<file path="src/rtl/crypto_pkg.sv">
`default_nettype none
// ============================================================================
// crypto_pkg: shared types and constants for the byte-chained XOR sequencer
// Revision: 1.0
// ============================================================================
package crypto_pkg;

  localparam logic [7:0] IV_DEFAULT = 8'h9B;
  localparam logic       MODE_ENC   = 1'b0;
  localparam logic       MODE_DEC   = 1'b1;

  typedef enum logic [1:0] {
    IDLE = 2'd0,
    RUN  = 2'd1,
    DONE = 2'd2
  } seq_state_t;

endpackage
`default_nettype wire

</file>
<file path="src/rtl/crypto_byte_xor.sv">
`default_nettype none
// ============================================================================
// crypto_byte_xor: one byte of prev^data^key plus the chaining byte for the next step
// Revision: 1.0
// ============================================================================
module crypto_byte_xor
  import crypto_pkg::*;
(
  input  logic [7:0] i_prev,
  input  logic [7:0] i_data,
  input  logic [7:0] i_key,
  input  logic       i_mode,
  output logic [7:0] o_result,
  output logic [7:0] o_next_prev
);

  assign o_result    = i_prev ^ i_data ^ i_key;
  // The chain always carries ciphertext: the result when encrypting, the input when decrypting
  assign o_next_prev = (i_mode == MODE_DEC) ? i_data : o_result;

endmodule
`default_nettype wire

</file>
<file path="src/rtl/crypto_word_sequencer.sv">
`default_nettype none
// ============================================================================
// crypto_word_sequencer: processes one 32-bit word per 5 clocks, LSB byte first,
// with optional ciphertext chaining between words
// Revision: 1.0
// ============================================================================
module crypto_word_sequencer
  import crypto_pkg::*;
#(
  parameter logic [7:0] IV          = IV_DEFAULT,
  parameter bit         CHAIN_WORDS = 1'b1
) (
  input  logic        clk,
  input  logic        rst,
  input  logic        in_valid,
  output logic        in_ready,
  input  logic [31:0] in_data,
  input  logic [31:0] in_key,
  input  logic        in_mode,
  input  logic        in_sof,
  output logic        out_valid,
  input  logic        out_ready,
  output logic [31:0] out_data,
  output logic        out_mode,
  output logic        busy,
  output logic [1:0]  byte_idx
);

  seq_state_t  r_state;
  seq_state_t  w_state_nxt;
  logic [1:0]  r_idx;
  logic [31:0] r_data;
  logic [31:0] r_key;
  logic [31:0] r_out;
  logic        r_mode;
  logic [7:0]  r_prev;
  logic [7:0]  r_chain;

  logic        w_accept;
  logic        w_out_hs;
  logic [4:0]  w_bit_ofs;
  logic [7:0]  w_res;
  logic [7:0]  w_next_prev;

  assign w_accept  = in_valid & in_ready;
  assign w_out_hs  = out_valid & out_ready;
  assign w_bit_ofs = {r_idx, 3'b000};

  crypto_byte_xor u_byte_xor (
    .i_prev      (r_prev),
    .i_data      (r_data[w_bit_ofs +: 8]),
    .i_key       (r_key[w_bit_ofs +: 8]),
    .i_mode      (r_mode),
    .o_result    (w_res),
    .o_next_prev (w_next_prev)
  );

  always_ff @(posedge clk) begin
    if (rst) r_state <= IDLE;
    else     r_state <= w_state_nxt;
  end

  always_comb begin
    w_state_nxt = r_state;
    case (r_state)
      IDLE:    if (w_accept) w_state_nxt = RUN;
      RUN:     if (r_idx == 2'd3) w_state_nxt = DONE;
      DONE:    if (w_out_hs) w_state_nxt = w_accept ? RUN : IDLE;
      default: w_state_nxt = IDLE;
    endcase
  end

  always_ff @(posedge clk) begin
    if (rst) begin
      r_idx   <= 2'd0;
      r_data  <= 32'd0;
      r_key   <= 32'd0;
      r_mode  <= MODE_ENC;
      r_out   <= 32'd0;
      r_prev  <= IV;
      r_chain <= IV;
    end else if (w_accept) begin
      r_data  <= in_data;
      r_key   <= in_key;
      r_mode  <= in_mode;
      r_out   <= 32'd0;
      r_idx   <= 2'd0;
      r_prev  <= in_sof ? IV : r_chain;
    end else if (r_state == RUN) begin
      r_out[w_bit_ofs +: 8] <= w_res;
      r_prev                <= w_next_prev;
      r_idx                 <= r_idx + 2'd1;
      if (r_idx == 2'd3) r_chain <= CHAIN_WORDS ? w_next_prev : IV;
    end
  end

  assign in_ready  = (r_state == IDLE) | ((r_state == DONE) & out_ready);
  assign out_valid = (r_state == DONE);
  assign busy      = (r_state == RUN) | (r_state == DONE);
  assign byte_idx  = (r_state == RUN) ? r_idx : 2'd0;
  assign out_data  = r_out;
  assign out_mode  = r_mode;

endmodule
`default_nettype wire
</file>
<file path="config.mk">
export PLATFORM = sky130hd
export DESIGN_NAME = crypto_word_sequencer
export DESIGN_NICKNAME = d
export VERILOG_FILES = /design/src/rtl/crypto_pkg.sv /design/src/rtl/crypto_byte_xor.sv /design/src/rtl/crypto_word_sequencer.sv
export SDC_FILE = /design/constraint.sdc
export NUM_CORES = 1
export LEC_CHECK = 0
export BUFFER_PORTS_ARGS = -buffer_cell sky130_fd_sc_hd__buf_4
export CORE_MARGIN = 2
export CORE_UTILIZATION = 58
export DETAILED_ROUTE_END_ITERATION = 8
export GPL_TIMING_DRIVEN = 0
export HOLD_SLACK_MARGIN = 0.12
export PLACE_DENSITY_LB_ADDON = 0.08
export RECOVER_POWER = 50
export SYNTH_ARGS = -nofsm -noshare
export SYNTH_HDL_FRONTEND = slang
export SYNTH_SLANG_ARGS = --single-unit
</file>
<file path="constraint.sdc">
create_clock -name clk -period 3.7 [get_ports clk]
set_input_delay 0.185 -clock clk [delete_from_list [all_inputs] [get_ports clk]]
set_output_delay 0.185 -clock clk [all_outputs]
set_load 0.005 [all_outputs]
</file>
==> flow_summary.json, run 1 <==
{
  "status": "finished, final reports clean",
  "ys_seq_elements": 117,
  "n_fill_cell": 404,
  "start_util": 0.6042,
  "grt_pass1_vias": 5523,
  "route.detailed.drc": 0,
  "p_int_mw": 2.633,
  "setup_viol": 0,
  "busiest_layer": "met2",
  "cts_buffers": 17,
  "crit_arrival_ns": 3.27,
  "root_buffer": "clkbuf_8",
  "antenna_found_initial": 0,
  "grt_usage": 0.3919,
  "drt_pass1_iterations": 6,
  "yosys.area_share.simple": 0.1527,
  "ys_types": 48,
  "die_w_um": 96.75,
  "clock_skew_ns": 0.009490,
  "num_vias": 5439,
  "worstSetupPathType": "register to register",
  "muxShareOfSynthArea": 0.08074,
  "power.share.combinational": 0.174,
  "crit_path_end_kind": "register",
  "fin_util": 0.8697,
  "crit_fanout": 10,
  "via_per_inst": 6.361,
  "switchingPower_mw": 1.081,
  "syn-cell-area_um2": 4990,
  "wl_per_cell_um": 21.97,
  "post_cts_buffers": 0,
  "p_per_area_nw_per_um2": 517.1,
  "fmax_ghz": 0.3518,
  "hold_class": "input pin to register",
  "h-tree-depth": 4,
  "wl_mm": 18.78,
  "finalSetupTns_ns": 0,
  "hold_depth": 5,
  "fp.dieArea_um2": 9361,
  "cts_resized": 0,
  "seq_area_frac_synth": 0.4694,
  "crit_start": "r_state[0]",
  "timing.final.crit_share": 0.7682,
  "slew_headroom": 0.4949,
  "layout_commonest_cell": "nand2_1",
  "io_buffers": 106,
  "grt.overflow.total": 0,
  "ir_worst_vdd_uv": 370.2,
  "cts_tree": "done",
  "syn_area_per_cell_um2": 9.172,
  "final_antenna_net_count": 0,
  "syn_nets": 623,
  "synthArstFlopShare": 0,
  "synth_xor_area_frac": 0.03661,
  "hold_viol": 0,
  "synthAdderAreaFrac": 0.02257,
  "clkLatencyLatePin_ns": 0.54,
  "worstMarginPinSlew_ns": 0.7518,
  "cp-start-kind": "register",
  "timing.hold.ws_ns": 0.2550,
  "clockBufferDepth": 2,
  "cts_hold_buf": 68,
  "r2r_cells": 8,
  "num_rows": 33,
  "die_y_um": 96.75,
  "yosysWarnings": 0,
  "antenna-diode-count": 0,
  "p_leak_nw": 2.946,
  "layout_common_cells": "142 x nand2_1, 117 x dfxtp_1, 74 x a21oi_1",
  "area_delta_synth_final_pct": 43.93,
  "cts.clk_slew.worst_paths_ns": 0.06,
  "drive_gt1_frac": 0.2213,
  "drv_slew": 0,
  "met1_usage": 0.4345,
  "min_from": "out_ready",
  "grt_pass1_wl_mm": 28.65,
  "drtIter0Drc": 530,
  "pwr-share-seq": 0.374,
  "met3_usage": 0.1192,
  "drv_cap": 0,
  "pwr-share-clk": 0.452,
  "postSynthCellCount": 544,
  "cp.required_ns": 4.13,
  "switching_share": 0.2910,
  "rsz0062_at_grt": "no",
  "grt_use_met2": 0.6624,
  "core_um2": 8258,
  "reg2reg_from": "r_state[0]",
  "hpwl_mm": 9.801,
  "gp_congestion": 0.8514,
  "synth_compound_area_frac": 0.1828,
  "fin_nets": 816,
  "grt_max_degree": 17,
  "synth_edf_count": 0,
  "synthFlopType": "dfxtp_1",
  "fin_crit_ns": 2.842,
  "ios": 108,
  "synth_top_family_by_area": "compound AO/OA/AOI/OAI gates",
  "cts.sinks": 117
}
==> power groups by stage <==
| stage | clock network, mW | logic, mW | registers (mW) |
|---|---|---|---|
| after floorplan | 0 | 0.345 | 1.39 |
| after global placement | 0 | 0.520 | 1.40 |
| after detailed placement | 0 | 0.537 | 1.40 |
| after CTS | 1.65 | 0.606 | 1.38 |
| after global routing | 1.73 | 0.673 | 1.39 |
| final | 1.68 | 0.647 | 1.39 |
==> synth_stat cells (2+ instances only) <==
cell | number | area share
o211ai_1 | 4 | 0.0060
o21ai_0 | 18 | 0.018
dfxtp_1 | 117 | 0.47
a21o_1 | 2 | 0.0030
a31o_2 | 2 | 0.0035
and2_1 | 2 | 0.0025
inv_1 | 9 | 0.0068
a31oi_1 | 7 | 0.0088
nand2_1 | 142 | 0.11
mux2i_1 | 2 | 0.0040
buf_1 | 2 | 0.0015
buf_4 | 3 | 0.0045
ha_1 | 9 | 0.023
a21oi_1 | 74 | 0.074
buf_6 | 5 | 0.011
clkbuf_1 | 25 | 0.019
mux4_1 | 6 | 0.032
and3_1 | 2 | 0.0025
or3_1 | 6 | 0.0075
mux4_2 | 10 | 0.045
nor3_1 | 7 | 0.0070
a22o_1 | 28 | 0.049
xnor2_1 | 18 | 0.032
a31o_1 | 3 | 0.0053
nor2_1 | 17 | 0.013
nand4b_1 | 2 | 0.0035
==> metrics by stage <==
stage,power [mW],instance area (µm²),setup WS [ns],instances
3_3_place_gp,1.919,5917,1.384,755
5_1_grt,3.795,7182,0.7676,855
6_report,3.714,7182,0.8578,855
2_1_floorplan,1.735,4990,1.645,544
4_1_cts,3.632,7194,0.9574,855
3_5_place_dp,1.940,5917,1.376,755
==> logic make-up after synthesis <==
logic type	Yosys count
AOI/OAI and AO/OA	146
xor gates and xnor gates	20
adders and majority gates	9
buffers and inverters	50
DFF	117
muxes	18
and+or+nand+nor	184
==> metal layers <==
metal | vias up | part of all wire | routed length [µm]
met2 | 483 | 0.48 | 9050
met3 | 142 | 0.11 | 2096
met5 | - | 0 | 0
li1 | 2283 | - | -
met4 | 0 | 0.067 | 1250
met1 | 2531 | 0.34 | 6384
==> area by class of cell <==
| class | instances | area [µm²] | share of cell area |
|---|---|---|---|
| clock inverters | 15 | 182.7 | 0.02544 |
| plain buffers | 40 | 225.2 | 0.03136 |
| multi-input cells | 377 | 2372 | 0.3303 |
| inverters | 10 | 37.54 | 0.005226 |
| well taps | 105 | 131.4 | 0.01829 |
| flip-flops and latches | 117 | 2342 | 0.3261 |
| clock buffers | 17 | 414.1 | 0.05767 |
| repair buffers | 174 | 1476 | 0.2056 |
==> registers in the layout, indices dropped and copies added (netlist names) <==
| signal | count |
|---|---|
| out_data | 32 |
| out_mode | 1 |
| r_chain | 8 |
| r_data | 32 |
| r_idx | 2 |
| r_key | 32 |
| r_prev | 8 |
| r_state | 2 |
==> worst max-delay path, stage by stage, from the launching register on <==
cell           delay (ns)
dfxtp_1              0.34
inv_1                0.11
ha_1                 0.20
a21o_1               0.20
and2_1               0.15
clkbuf_1             0.40
clkbuf_1             0.57
o211ai_1             0.18
dlygate4sd3_1        0.58
==> worst paths after layout <==
| kind | end | slack, ns |
|---|---|---|
| worst max register to register | r_prev[0] | 0.86 |
| worst min register to register | r_data[8] | 0.46 |
| worst min-delay path | r_state[1] | 0.26 |
| worst max-delay path | r_prev[0] | 0.86 |
(Power assumes the default switching activity.)
==> run 2, diff against run 1 <==
- ABC_AREA: not set -> 1
- CORE_UTILIZATION: 58 -> 50
- clock period: 3.7 -> 2.52 ns (I/O delays scaled with it)
==> run 2 against run 1 <==
Effect of this change: clock skew rose by 0.0012 ns; critical path depth grew 2; synthesized cell count is 41% higher; combinational power grew to 4.0 times the previous value; final cell count is 29% higher; clock power rose by 51%; sequential share of layout area down 1.9 points; largest power group is now combinational logic.
==> flow_summary.json, run 2 <==
{
  "status": "finished, final reports clean",
  "fin_crit_ns": 2.354,
  "seq_area_frac_synth": 0.4360,
  "synth_compound_area_frac": 0.1481,
  "worstPathCellList": "buf_6 > clkbuf_1 > nand3_1 > nand2_1 > inv_1 > nand3_1 > nand2_1 > nor2_2 > nand3_1 > a21oi_1",
  "ys_types": 27,
  "ys_top_cells_by_count": "162 x nand2_1, 142 x nor2_1, 117 x dfxtp_1, 91 x o21ai_0, 54 x nand3_1",
  "synth.top_cell.area_share": 0.4360,
  "post_cts_buffers": 0,
  "drv_slew": 0,
  "root_buffer": "clkbuf_8",
  "synthFlopType": "dfxtp_1",
  "die_y_um": 107.7,
  "yosys.area_share.simple": 0.3197,
  "grt_use_met2": 0.5436,
  "synth_top_family_by_area": "simple AND/OR/NAND/NOR gates",
  "worstSetupPathType": "register to register",
  "synth_edf_count": 0,
  "rsz0062_at_grt": "no",
  "crit_arrival_ns": 2.80,
  "route.detailed.drc": 0,
  "drv_cap": 0,
  "cp-start-kind": "register",
  "cpMaxStageDelayCell": "clkbuf_1",
  "synth_xor_area_frac": 0,
  "wl_mm": 16.95,
  "antenna-diode-count": 0,
  "cp.required_ns": 2.97,
  "synth_top_area_cell": "dfxtp_1",
  "crit_family": "simple AND/OR/NAND/NOR gates",
  "ios": 108,
  "die_w_um": 107.7,
  "synthArstFlopShare": 0,
  "hold_viol": 0,
  "num_vias": 5885,
  "area_delta_synth_final_pct": 42.01,
  "grt_pass1_vias": 5829,
  "io_buffers": 106,
  "via_per_inst": 5.321,
  "cp_common_cell": "nand3_1",
  "worstMarginPinSlew_ns": 0.6474,
  "setup_viol": 0,
  "final_antenna_net_count": 0,
  "cts_buffers": 17,
  "cts.sinks": 117,
  "worst-path-buf-inv": 3,
  "met1_usage": 0.3428,
  "grt.overflow.total": 0,
  "clockBufferDepth": 2,
  "hpwl_mm": 11.28,
  "reg2reg_from": "r_idx[1]",
  "p_per_area_nw_per_um2": 986.2,
  "start_util": 0.5181,
  "hold_class": "input pin to register",
  "h-tree-depth": 4,
  "syn_nets": 844,
  "fmax_ghz": 0.4247,
  "ir_worst_vdd_uv": 517.2,
  "p_leak_nw": 3.312,
  "finalSetupTns_ns": 0,
  "grt_max_degree": 17,
  "crit_start": "r_idx[1]",
  "grt_pass1_wl_mm": 27.03,
  "drt_pass1_iterations": 6,
  "fin_nets": 1038,
  "timing.final.crit_share": 0.9343,
  "min_from": "in_sof",
  "gp_congestion": 0.8839,
  "clkLatencyLatePin_ns": 0.52,
  "slew_headroom": 0.5684,
  "num_rows": 37,
  "crit_fanout": 10,
  "cts_tree": "done",
  "yosysWarnings": 0,
  "layout_commonest_cell": "nand2_1",
  "antenna_found_initial": 0,
  "syn_area_per_cell_um2": 7.023,
  "fp.dieArea_um2": 11590,
  "layout_common_cells": "163 x nand2_1, 143 x nor2_1, 117 x dfxtp_1",
  "fin_util": 0.7358,
  "met3_usage": 0.06598,
  "core_um2": 10370,
  "grt_usage": 0.2996,
  "crit_path_end_kind": "register",
  "synth_area_leaders": "dfxtp_1 44%, nand2_1 11%, nor2_1 9.9%",
  "synthAdderAreaFrac": 0.02096,
  "cts.clk_slew.worst_paths_ns": 0.06,
  "syn-cell-area_um2": 5373,
  "timing.hold.ws_ns": 0.2136,
  "drtIter0Drc": 438,
  "clock_skew_ns": 0.01065,
  "postSynthCellCount": 765,
  "drive_gt1_frac": 0.1794,
  "busiest_layer": "met2",
  "muxShareOfSynthArea": 0,
  "ys_seq_elements": 117,
  "cpPeakStageDelay_ns": 0.52,
  "wl_per_cell_um": 15.33,
  "yosysMostFrequentCell": "nand2_1"
}
run 2: cell types whose count changed after synthesis, sizes merged, moves of 25 or more:
| cell | change |
|---|---|
| o21ai | +76 |
| nor2 | +129 |
| nand2 | +28 |
| a22o | -28 |
| inv | +33 |
| nand3 | +69 |
| a21oi | -25 |
run 2: cells by family (layout without fill, tap and decap cells):
family                   count (synthesis)  after routing
AO/OA/AOI/OAI                          154            154
adder cells (fa/ha/maj)                  9              9
buffers and inverters                   89            294
AND/OR/NAND/NOR                        396            396
flip-flops                             117            117
run 2: power breakdown:
part	switching (mW)	internal [mW]
Sequential	0.226	2.20
Clock	0.841	1.70
Combinational	1.67	0.887
run 2: worst paths after layout:
| path | end | slack, ns | depth (start not counted) |
|---|---|---|---|
| worst min-delay path | r_prev[2] | 0.21 | 4 |
| worst min register to register | r_key[14] | 0.46 | 2 |
| worst max-delay path | out_data[8] | 0.17 | 10 |
| worst max register to register | out_data[8] | 0.17 | 10 |
run 2: metrics by stage:
| step | cell area, µm² | power [mW] | setup slack [ns] | instances |
|---|---|---|---|---|
| after floorplan | 5373 | 4.079 | 0.7941 | 765 |
| after global placement | 6339 | 4.787 | 0.3450 | 1007 |
| after detailed placement | 6339 | 4.855 | 0.3299 | 1007 |
| after CTS | 7650 | 7.488 | 0.1175 | 1106 |
| after global routing | 7630 | 7.926 | 0.05959 | 1106 |
| final | 7630 | 7.524 | 0.1656 | 1106 |
run 2: cell type report:
type                            instances  area [µm²]
Fill cell                             816        2740
Buffer                                 44       225.2
Clock buffer                           22       473.0
Multi-Input combinational cell        559        2608
Sequential cell                       117        2342
Inverter                               45       177.7
Tap cell                              136       170.2
Clock inverter                          8       147.6
Timing Repair Buffer                  175        1486
run 2: what timing repair did:
action	in CTS	in global routing
setup endpoints to repair	0	1
hold endpoints to repair	69	0
resized for setup	0	2
hold buffers	69	0
run 2: routing by layer:
| layer | part of all wire | up-vias |
|---|---|---|
| met5 | 0 | - |
| met4 | 0.019 | 0 |
| met3 | 0.062 | 26 |
| met2 | 0.51 | 232 |
| met1 | 0.41 | 2738 |
| li1 | - | 2889 |
run 2: worst reg2reg max path: cells and delay by family (launching register included):
| kind | cells | cell delay, ns |
|---|---|---|
| buffers and inverters | 3 | 0.80 |
| flip-flops | 1 | 0.41 |
| AND/OR/NAND/NOR | 6 | 0.95 |
| AO/OA/AOI/OAI | 1 | 0.14 |
